--- config.mk ---
export PLATFORM = sky130hd
export DESIGN_NAME = div_arbiter
export DESIGN_NICKNAME = d
export VERILOG_FILES = /design/src/rtl/div_arbiter.sv
export SDC_FILE = /design/constraint.sdc
export NUM_CORES = 1
export LEC_CHECK = 0
export ABC_AREA = 1
export CAP_MARGIN = 20
export CORE_MARGIN = 4
export CORE_UTILIZATION = 35
export CTS_CLUSTER_DIAMETER = 100
export CTS_CLUSTER_SIZE = 12
export DETAILED_ROUTE_END_ITERATION = 7
export GPL_TIMING_DRIVEN = 0
export HOLD_SLACK_MARGIN = 0.1
export PLACE_DENSITY = 0.7
export SYNTH_ARGS = -nofsm -noshare
export SYNTH_HDL_FRONTEND = slang
export SYNTH_SLANG_ARGS = --single-unit
--- constraint.sdc ---
create_clock -name clk -period 5.6 [get_ports clk]
set_input_delay 1.12 -clock clk [delete_from_list [all_inputs] [get_ports clk]]
set_output_delay 1.12 -clock clk [all_outputs]
set_load 0.02 [all_outputs]
--- src/rtl/div_arbiter.sv ---
// Arbitrates one iterative divider between two EX pipes: oldest-first grant,
// start/done sequencing, local divide-by-zero, and flush absorption via DRAIN.
module div_arbiter #(
    parameter int DATA_W = 32
) (
    input  logic                  clk,
    input  logic                  rst,
    input  logic [1:0]            req_valid_i,
    input  logic [2*DATA_W-1:0]   req_a_i,
    input  logic [2*DATA_W-1:0]   req_b_i,
    input  logic [3:0]            req_op_i,
    input  logic                  older_i,
    input  logic [1:0]            pipe_stall_i,
    input  logic [1:0]            pipe_clr_i,
    output logic [1:0]            stall_o,
    output logic [1:0]            result_valid_o,
    output logic [2*DATA_W-1:0]   result_o,
    output logic                  div_start_o,
    output logic [DATA_W-1:0]     div_a_o,
    output logic [DATA_W-1:0]     div_b_o,
    output logic                  div_signed_o,
    input  logic                  div_done_i,
    input  logic [DATA_W-1:0]     div_q_i,
    input  logic [DATA_W-1:0]     div_r_i
);

    typedef enum logic [1:0] {IDLE, BUSY, DONE, DRAIN} state_e;

    state_e              state_q, state_d;
    logic                owner_q, owner_d;
    logic [DATA_W-1:0]   a_q, a_d;
    logic [DATA_W-1:0]   b_q, b_d;
    logic [1:0]          op_q, op_d;
    logic [DATA_W-1:0]   res_q, res_d;

    logic [1:0]          elig;
    logic                gnt;
    logic [DATA_W-1:0]   gnt_a, gnt_b;
    logic [1:0]          gnt_op;

    // Divide-by-zero follows the RISC-V convention: quotient all-ones, remainder = dividend.
    function automatic logic [DATA_W-1:0] div0_result(input logic [DATA_W-1:0] a,
                                                      input logic              is_mod);
        div0_result = is_mod ? a : {DATA_W{1'b1}};
    endfunction

    always_comb begin
        elig   = req_valid_i & ~pipe_clr_i;
        gnt    = (elig == 2'b11) ? older_i : elig[1];
        gnt_a  = gnt ? req_a_i[2*DATA_W-1:DATA_W] : req_a_i[DATA_W-1:0];
        gnt_b  = gnt ? req_b_i[2*DATA_W-1:DATA_W] : req_b_i[DATA_W-1:0];
        gnt_op = gnt ? req_op_i[3:2] : req_op_i[1:0];
    end

    always_comb begin
        state_d        = state_q;
        owner_d        = owner_q;
        a_d            = a_q;
        b_d            = b_q;
        op_d           = op_q;
        res_d          = res_q;
        stall_o        = elig;
        result_valid_o = 2'b00;
        result_o       = '0;
        div_start_o    = 1'b0;
        div_a_o        = a_q;
        div_b_o        = b_q;
        div_signed_o   = op_q[0];

        unique case (state_q)
            IDLE: begin
                if (elig != 2'b00) begin
                    owner_d = gnt;
                    a_d     = gnt_a;
                    b_d     = gnt_b;
                    op_d    = gnt_op;
                    if (gnt_b == '0) begin
                        res_d   = div0_result(gnt_a, gnt_op[1]);
                        state_d = DONE;
                    end else begin
                        div_start_o  = 1'b1;
                        div_a_o      = gnt_a;
                        div_b_o      = gnt_b;
                        div_signed_o = gnt_op[0];
                        state_d      = BUSY;
                    end
                end
            end
            BUSY: begin
                stall_o[owner_q] = 1'b1;
                // Owner flush wins over done; a done in the same cycle is simply dropped.
                if (pipe_clr_i[owner_q]) begin
                    state_d = div_done_i ? IDLE : DRAIN;
                end else if (div_done_i) begin
                    res_d   = op_q[1] ? div_r_i : div_q_i;
                    state_d = DONE;
                end
            end
            DONE: begin
                stall_o[owner_q] = 1'b0;
                if (!pipe_clr_i[owner_q]) begin
                    result_valid_o[owner_q] = 1'b1;
                    if (owner_q) result_o[2*DATA_W-1:DATA_W] = res_q;
                    else         result_o[DATA_W-1:0]        = res_q;
                end
                if (pipe_clr_i[owner_q] || !pipe_stall_i[owner_q]) begin
                    state_d = IDLE;
                end
            end
            DRAIN: begin
                if (div_done_i) state_d = IDLE;
            end
            default: state_d = IDLE;
        endcase
    end

    always_ff @(posedge clk) begin
        if (rst) begin
            state_q <= IDLE;
            owner_q <= 1'b0;
            a_q     <= '0;
            b_q     <= '0;
            op_q    <= 2'b00;
            res_q   <= '0;
        end else begin
            state_q <= state_d;
            owner_q <= owner_d;
            a_q     <= a_d;
            b_q     <= b_d;
            op_q    <= op_d;
            res_q   <= res_d;
        end
    end

endmodule

; Word-level counts from Yosys, hierarchy flattened
; Cells that the tools add are included.
[word_totals]
word_cells = 78
in_bits = 206
reg_bits = 101
[classes]
muxes = 44
reduce_logical = 10
n_bitwise = 5
n_eq_ne = 11
n_lt_le_gt_ge = 2
[ops]
columns = cell, count
row1 = $mux W32, 16
row2 = $mux W64, 2
row3 = $pmux W32 S2, 1
row4 = $logic_not A32 Y1, 1
row5 = $mux W2, 10
row6 = $mux W1, 12
row7 = $ne A2 B2 Y1 const B, 6
row8 = $pmux W2 S4, 1
row9 = $eq A2 B2 Y1 const B, 3
row10 = $reduce_and A5 Y1, 1
row11 = $and A2 B2 Y2, 2
row12 = $not A2 Y2, 2
row13 = $pmux W2 S2, 1
row14 = $reduce_and A4 Y1, 1
row15 = $reduce_bool A2 Y1, 2
row16 = $ne A3 B3 Y1 const B, 1
row17 = $eq A2 B1 Y1 const B, 1
row18 = $logic_not A2 Y1, 1
row19 = $lt A1 B2 Y1 const B, 1
row20 = $or A2 B2 Y2, 1
row21 = $reduce_and A2 Y1, 1
row22 = $demux W1 S1, 1
row23 = $ge A1 B1 Y1 const B, 1
row24 = $logic_and A1 B1 Y1, 1
row25 = other kinds (2), 2

; Depth between registers and ports, before layout
[logic_depth]
depth_word = 9
depth_mapped = 17
depth_no_buf = 15

; Worst setup path after synthesis
; Ideal clock, no wire load.
[synth_timing]
path_kind = input to output
from = input port older_i
to = output port div_a_o[30]
path_buffers = 3
t_arrival_ns = 2.869
setup_slack_ns = 1.611
path_stages = 16
path_cell_list = inv_1 > nand3_4 > buf_6 > buf_6 > nand3b_1 > nand2_1 > nand2_1 > nor2_1 > nand2_1 > nor2_2 > nand2_2 > nand2_4 > buf_6 > nor2_1 > nand2_1 > o21ai_1
[synth_between]
elab_chain_len = 6
elab_cells_between_ends = 7
classes_between = mux (6) / reduce/logical (1)
[synth_lines]
columns = item, line
row1 = start: declaration, 12  ; input logic older_i,
row2 = $mux W1 *, 49  ; gnt = (elig == 2'b11) ? older_i : elig[1];
row3 = $mux W32, 51  ; gnt_b = gnt ? req_b_i[2*DATA_W-1:DATA_W] : req_b_i[DATA_W-1:0];
row4 = $logic_not A32 Y1, 77  ; if (gnt_b == '0) begin
row5 = $mux W32 *, 77
row6 = $mux W32 *, 72  ; if (elig != 2'b00) begin
row7 = $mux W32 *, 70  ; unique case (state_q)
row8 = end: declaration, 19  ; output logic [DATA_W-1:0] div_a_o,
; Every way passes the cells marked *; elsewhere a longest branch is shown, timed or not.

; Final worst setup path
[layout_timing]
from = input port pipe_clr_i[1]
to = output port div_a_o[16]
[layout_between]
elab_chain_len = 9
elab_cells_between_ends = 11
classes_between = eq/ne (1) / mux (6) / bitwise (2) / reduce/logical (2)
[layout_lines]
columns = item, line
row1 = start: declaration, 14  ; input logic [1:0] pipe_clr_i,
row2 = $not A2 Y2 *, 48  ; elig = req_valid_i & ~pipe_clr_i;
row3 = $and A2 B2 Y2 *, 48
row4 = $eq A2 B2 Y1, 49
row5 = $mux W1, 49
row6 = $mux W32, 51
row7 = $logic_not A32 Y1, 77
row8 = $mux W32, 77
row9 = $mux W32 *, 72
row10 = $mux W32 *, 70
; Marks and branches as above.

==> results.toml <==
[sta]
min_period_over_period_pct = 98.1
tightest_slew_ns = 0.872
hold_slack_ns = 0.463
skew_ns = 0.00885
max_freq_ghz = 0.182
setup_viol = 0
tns_ns = 0
fin_crit_ns = 5.49
max_slew_margin_pct = 41.3
maxSlewViolCount = 0
final-hold-violation-count = 0

[clock_tree]
ctsResizeCount = 0
cts_max_level = 3
cts_tree = "yes"
cts_hold_buf = 0
cts_buffer_depth = 2
cts_sinks = 101
post_cts_buffers = 0
clk_pin_slew_ns = 0.07
clk_latency_ns = 0.36
cts-root-buf = "clkbuf_16"
cts_buffers = 9

[synthesis]
synth_ff_type = "dfxtp_1"
yosysWarningCount = 0
synth_seq_cells = 101
synth_area_per_cell_um2 = 5.87
synthCells = 1199
synth-edff-count = 0
synthArstFlopShare_pct = 0
yosysTopAreaCell = "dfxtp_1"
synth-adder-area-share_pct = 0.888
synth_top_family_by_area = "simple AND/OR/NAND/NOR gates"
ys_seq_area_share_pct = 28.7
synth_area_leaders = "dfxtp_1 29%, nand2_1 18%, nor2_1 9.6%, a21oi_1 7.3%, inv_1 6.3%"
synth_xor_area_share_pct = 0
synth.net_count = 1410
synth-simple-area-share_pct = 37.7
synth-compound-area-share_pct = 19.4
synth_area_um2 = 7040
muxShareOfSynthArea_pct = 0.711
ys_types = 32
yosysTopAreaCellShare_pct = 28.7

[setup_path]
arrival_ns = 4.37
reg2reg_depth = 8
startpoint_type = "primary input"
cp_max_fo = 10
path_class = "primary input to primary output"
reg2reg_from = "state_q[1]$_SDFFE_PP0P_"
endpoint_kind = "primary output"
worst-r2r-setup-slack_ns = 3.27
timing.rr.end = "res_q[12]$_SDFFE_PP0P_"
worstPathRequired_ns = 4.48

[finish]
fillers = 1986
area_growth_pct = 57.4
regArea_um2 = 2020
utilization_pct = 56.4
multi_input_area_um2 = 4130
drive_gt1_share_pct = 5.80
final_nets = 1758

[die]
initial_core_util_pct = 35.8
fp.dieH_um = 150
design.core.area_um2 = 19700
die_x_um = 150
die_area_um2 = 22500
rows = 51
ioPinCount = 340

[placement]
dpl.hpwl_mm = 26.7
port_buffers = 338
gp_congestion = 0.966

[grt]
grt_pass1_wl_mm = 48.8
grt_max_degree = 16
grt_overflow = 0
antenna_found_initial = 2
grt_pass1_vias = 8630
grt_use_total_pct = 28.3

[power_and_ir_drop]
ir_drop_mv = 0.212
leakagePower_nw = 4.82
total_power_w = 0.00421
p_per_area_nw_per_um2 = 380

[run]
drv_cap = 0

[worst_hold_path]
hp-start = "b_q[6]$_SDFFE_PP0P_"
holdPathEnd = "b_q[6]$_SDFFE_PP0P_"
hold_path_depth = 2
hold_path_class = "register to register"

[routing]
postRouteAntennaNets = 0
vias_per_cell = 5.00
wl_per_cell_um = 18.2
wl_mm = 33.1
drtIter0Drc = 805
drcViolationCount = 0
dr_total_vias = 9087
drtPass1Iterations = 5

[outcome]
status = "finished, final reports clean"
==> sequential cells by signal (all words and copies together), names as in the netlist <==
signal	flops
op_q	2
a_q	32
b_q	32
owner_q	1
state_q	2
res_q	32
==> cells in the mapped netlist (all sizes together) (2+ instances only) <==
cell type  count
nand3b        27
nor2         183
o21ai        108
or2           31
mux2i          5
clkbuf        54
a32oi         27
nor3           2
nand3         39
inv          121
ha             5
dfxtp        101
a21oi        108
nand2        350
buf           33
==> cells in the final DEF, fill, tap and decap left out, drive strengths merged, types with 5 or more instances in the layout <==
master         instances
nand2                350
clkdlybuf4s50        335
nor2                 183
inv                  120
a21oi                108
o21ai                108
dfxtp                101
clkbuf                67
nand3                 39
or2                   31
buf                   31
nand3b                27
a32oi                 27
mux2i                  5
ha                     5
==> cell type report <==
class | count | area share, %
Sequential cell | 101 | 18.2
Antenna cell | 2 | 0.0451
Inverter | 122 | 4.16
Timing Repair Buffer | 338 | 30.6
Multi-Input combinational cell | 889 | 37.3
Tap cell | 265 | 2.99
Buffer | 86 | 3.89
Clock buffer | 12 | 2.40
Clock inverter | 3 | 0.395
==> critical path, cell delays in order <==
cell	delay, ns
clkdlybuf4s50_1	0.52
nor2_4	0.20
buf_2	0.28
nand3b_1	0.15
nand2_1	0.10
nand2_1	0.05
nor2_1	0.22
nand2_1	0.10
nor2_2	0.15
nand2_2	0.16
nand2_4	0.13
buf_6	0.17
buf_4	0.19
o21ai_0	0.09
nand2_1	0.07
clkdlybuf4s50_1	0.66
==> how the worst max path moves through the flow <==
stage                  start          end  slack, ns  cells past startpoint
2_1_floorplan        older_i  div_a_o[30]       1.61                     16
3_3_place_gp   pipe_clr_i[1]   div_a_o[8]      -0.04                     12
3_5_place_dp   pipe_clr_i[1]   div_a_o[8]      -0.05                     12
4_1_cts        pipe_clr_i[1]  div_a_o[29]       0.04                     11
5_1_grt        pipe_clr_i[1]   div_a_o[4]     -0.002                     16
6_report       pipe_clr_i[1]  div_a_o[16]       0.11                     16
==> layer usage <==
| metal | vias up | wire (um) | global-route usage (%) |
|---|---|---|---|
| li1 | 4493 | - | - |
| met3 | 51 | 2310 | 5.63 |
| met4 | 0 | 937 | 9.19 |
| met2 | 366 | 15200 | 45.1 |
| met1 | 4177 | 14600 | 38.3 |
| met5 | - | 0 | 0 |
==> through the flow <==
step	setup WS, ns	instance area (um^2)	instances
final	0.108	11100	1818
after global routing	-0.00170	11100	1818
after CTS	0.0354	11100	1816
after detailed placement	-0.0547	10800	1802
after global placement	-0.0443	10800	1802
after floorplan	1.61	7040	1199
==> report_power, final <==
part           internal, W  total [W]  switching (W)  leakage, nW
Sequential        0.000924    0.00101      0.0000858        0.828
Clock             0.000381   0.000672       0.000290        0.155
Combinational     0.000968    0.00253        0.00156         3.84
Total              0.00227    0.00421        0.00194         4.82
==> cell families (layout without fill, tap and decap cells) <==
| family | Yosys count | count (layout) |
|---|---|---|
| simple gates | 632 | 632 |
| compound gates | 247 | 247 |
| buf+inv | 209 | 561 |
| flops | 101 | 101 |
| fa+ha+maj | 5 | 5 |
| mux | 5 | 5 |
| other cells | 0 | 2 |
(Power assumes the default switching activity.)
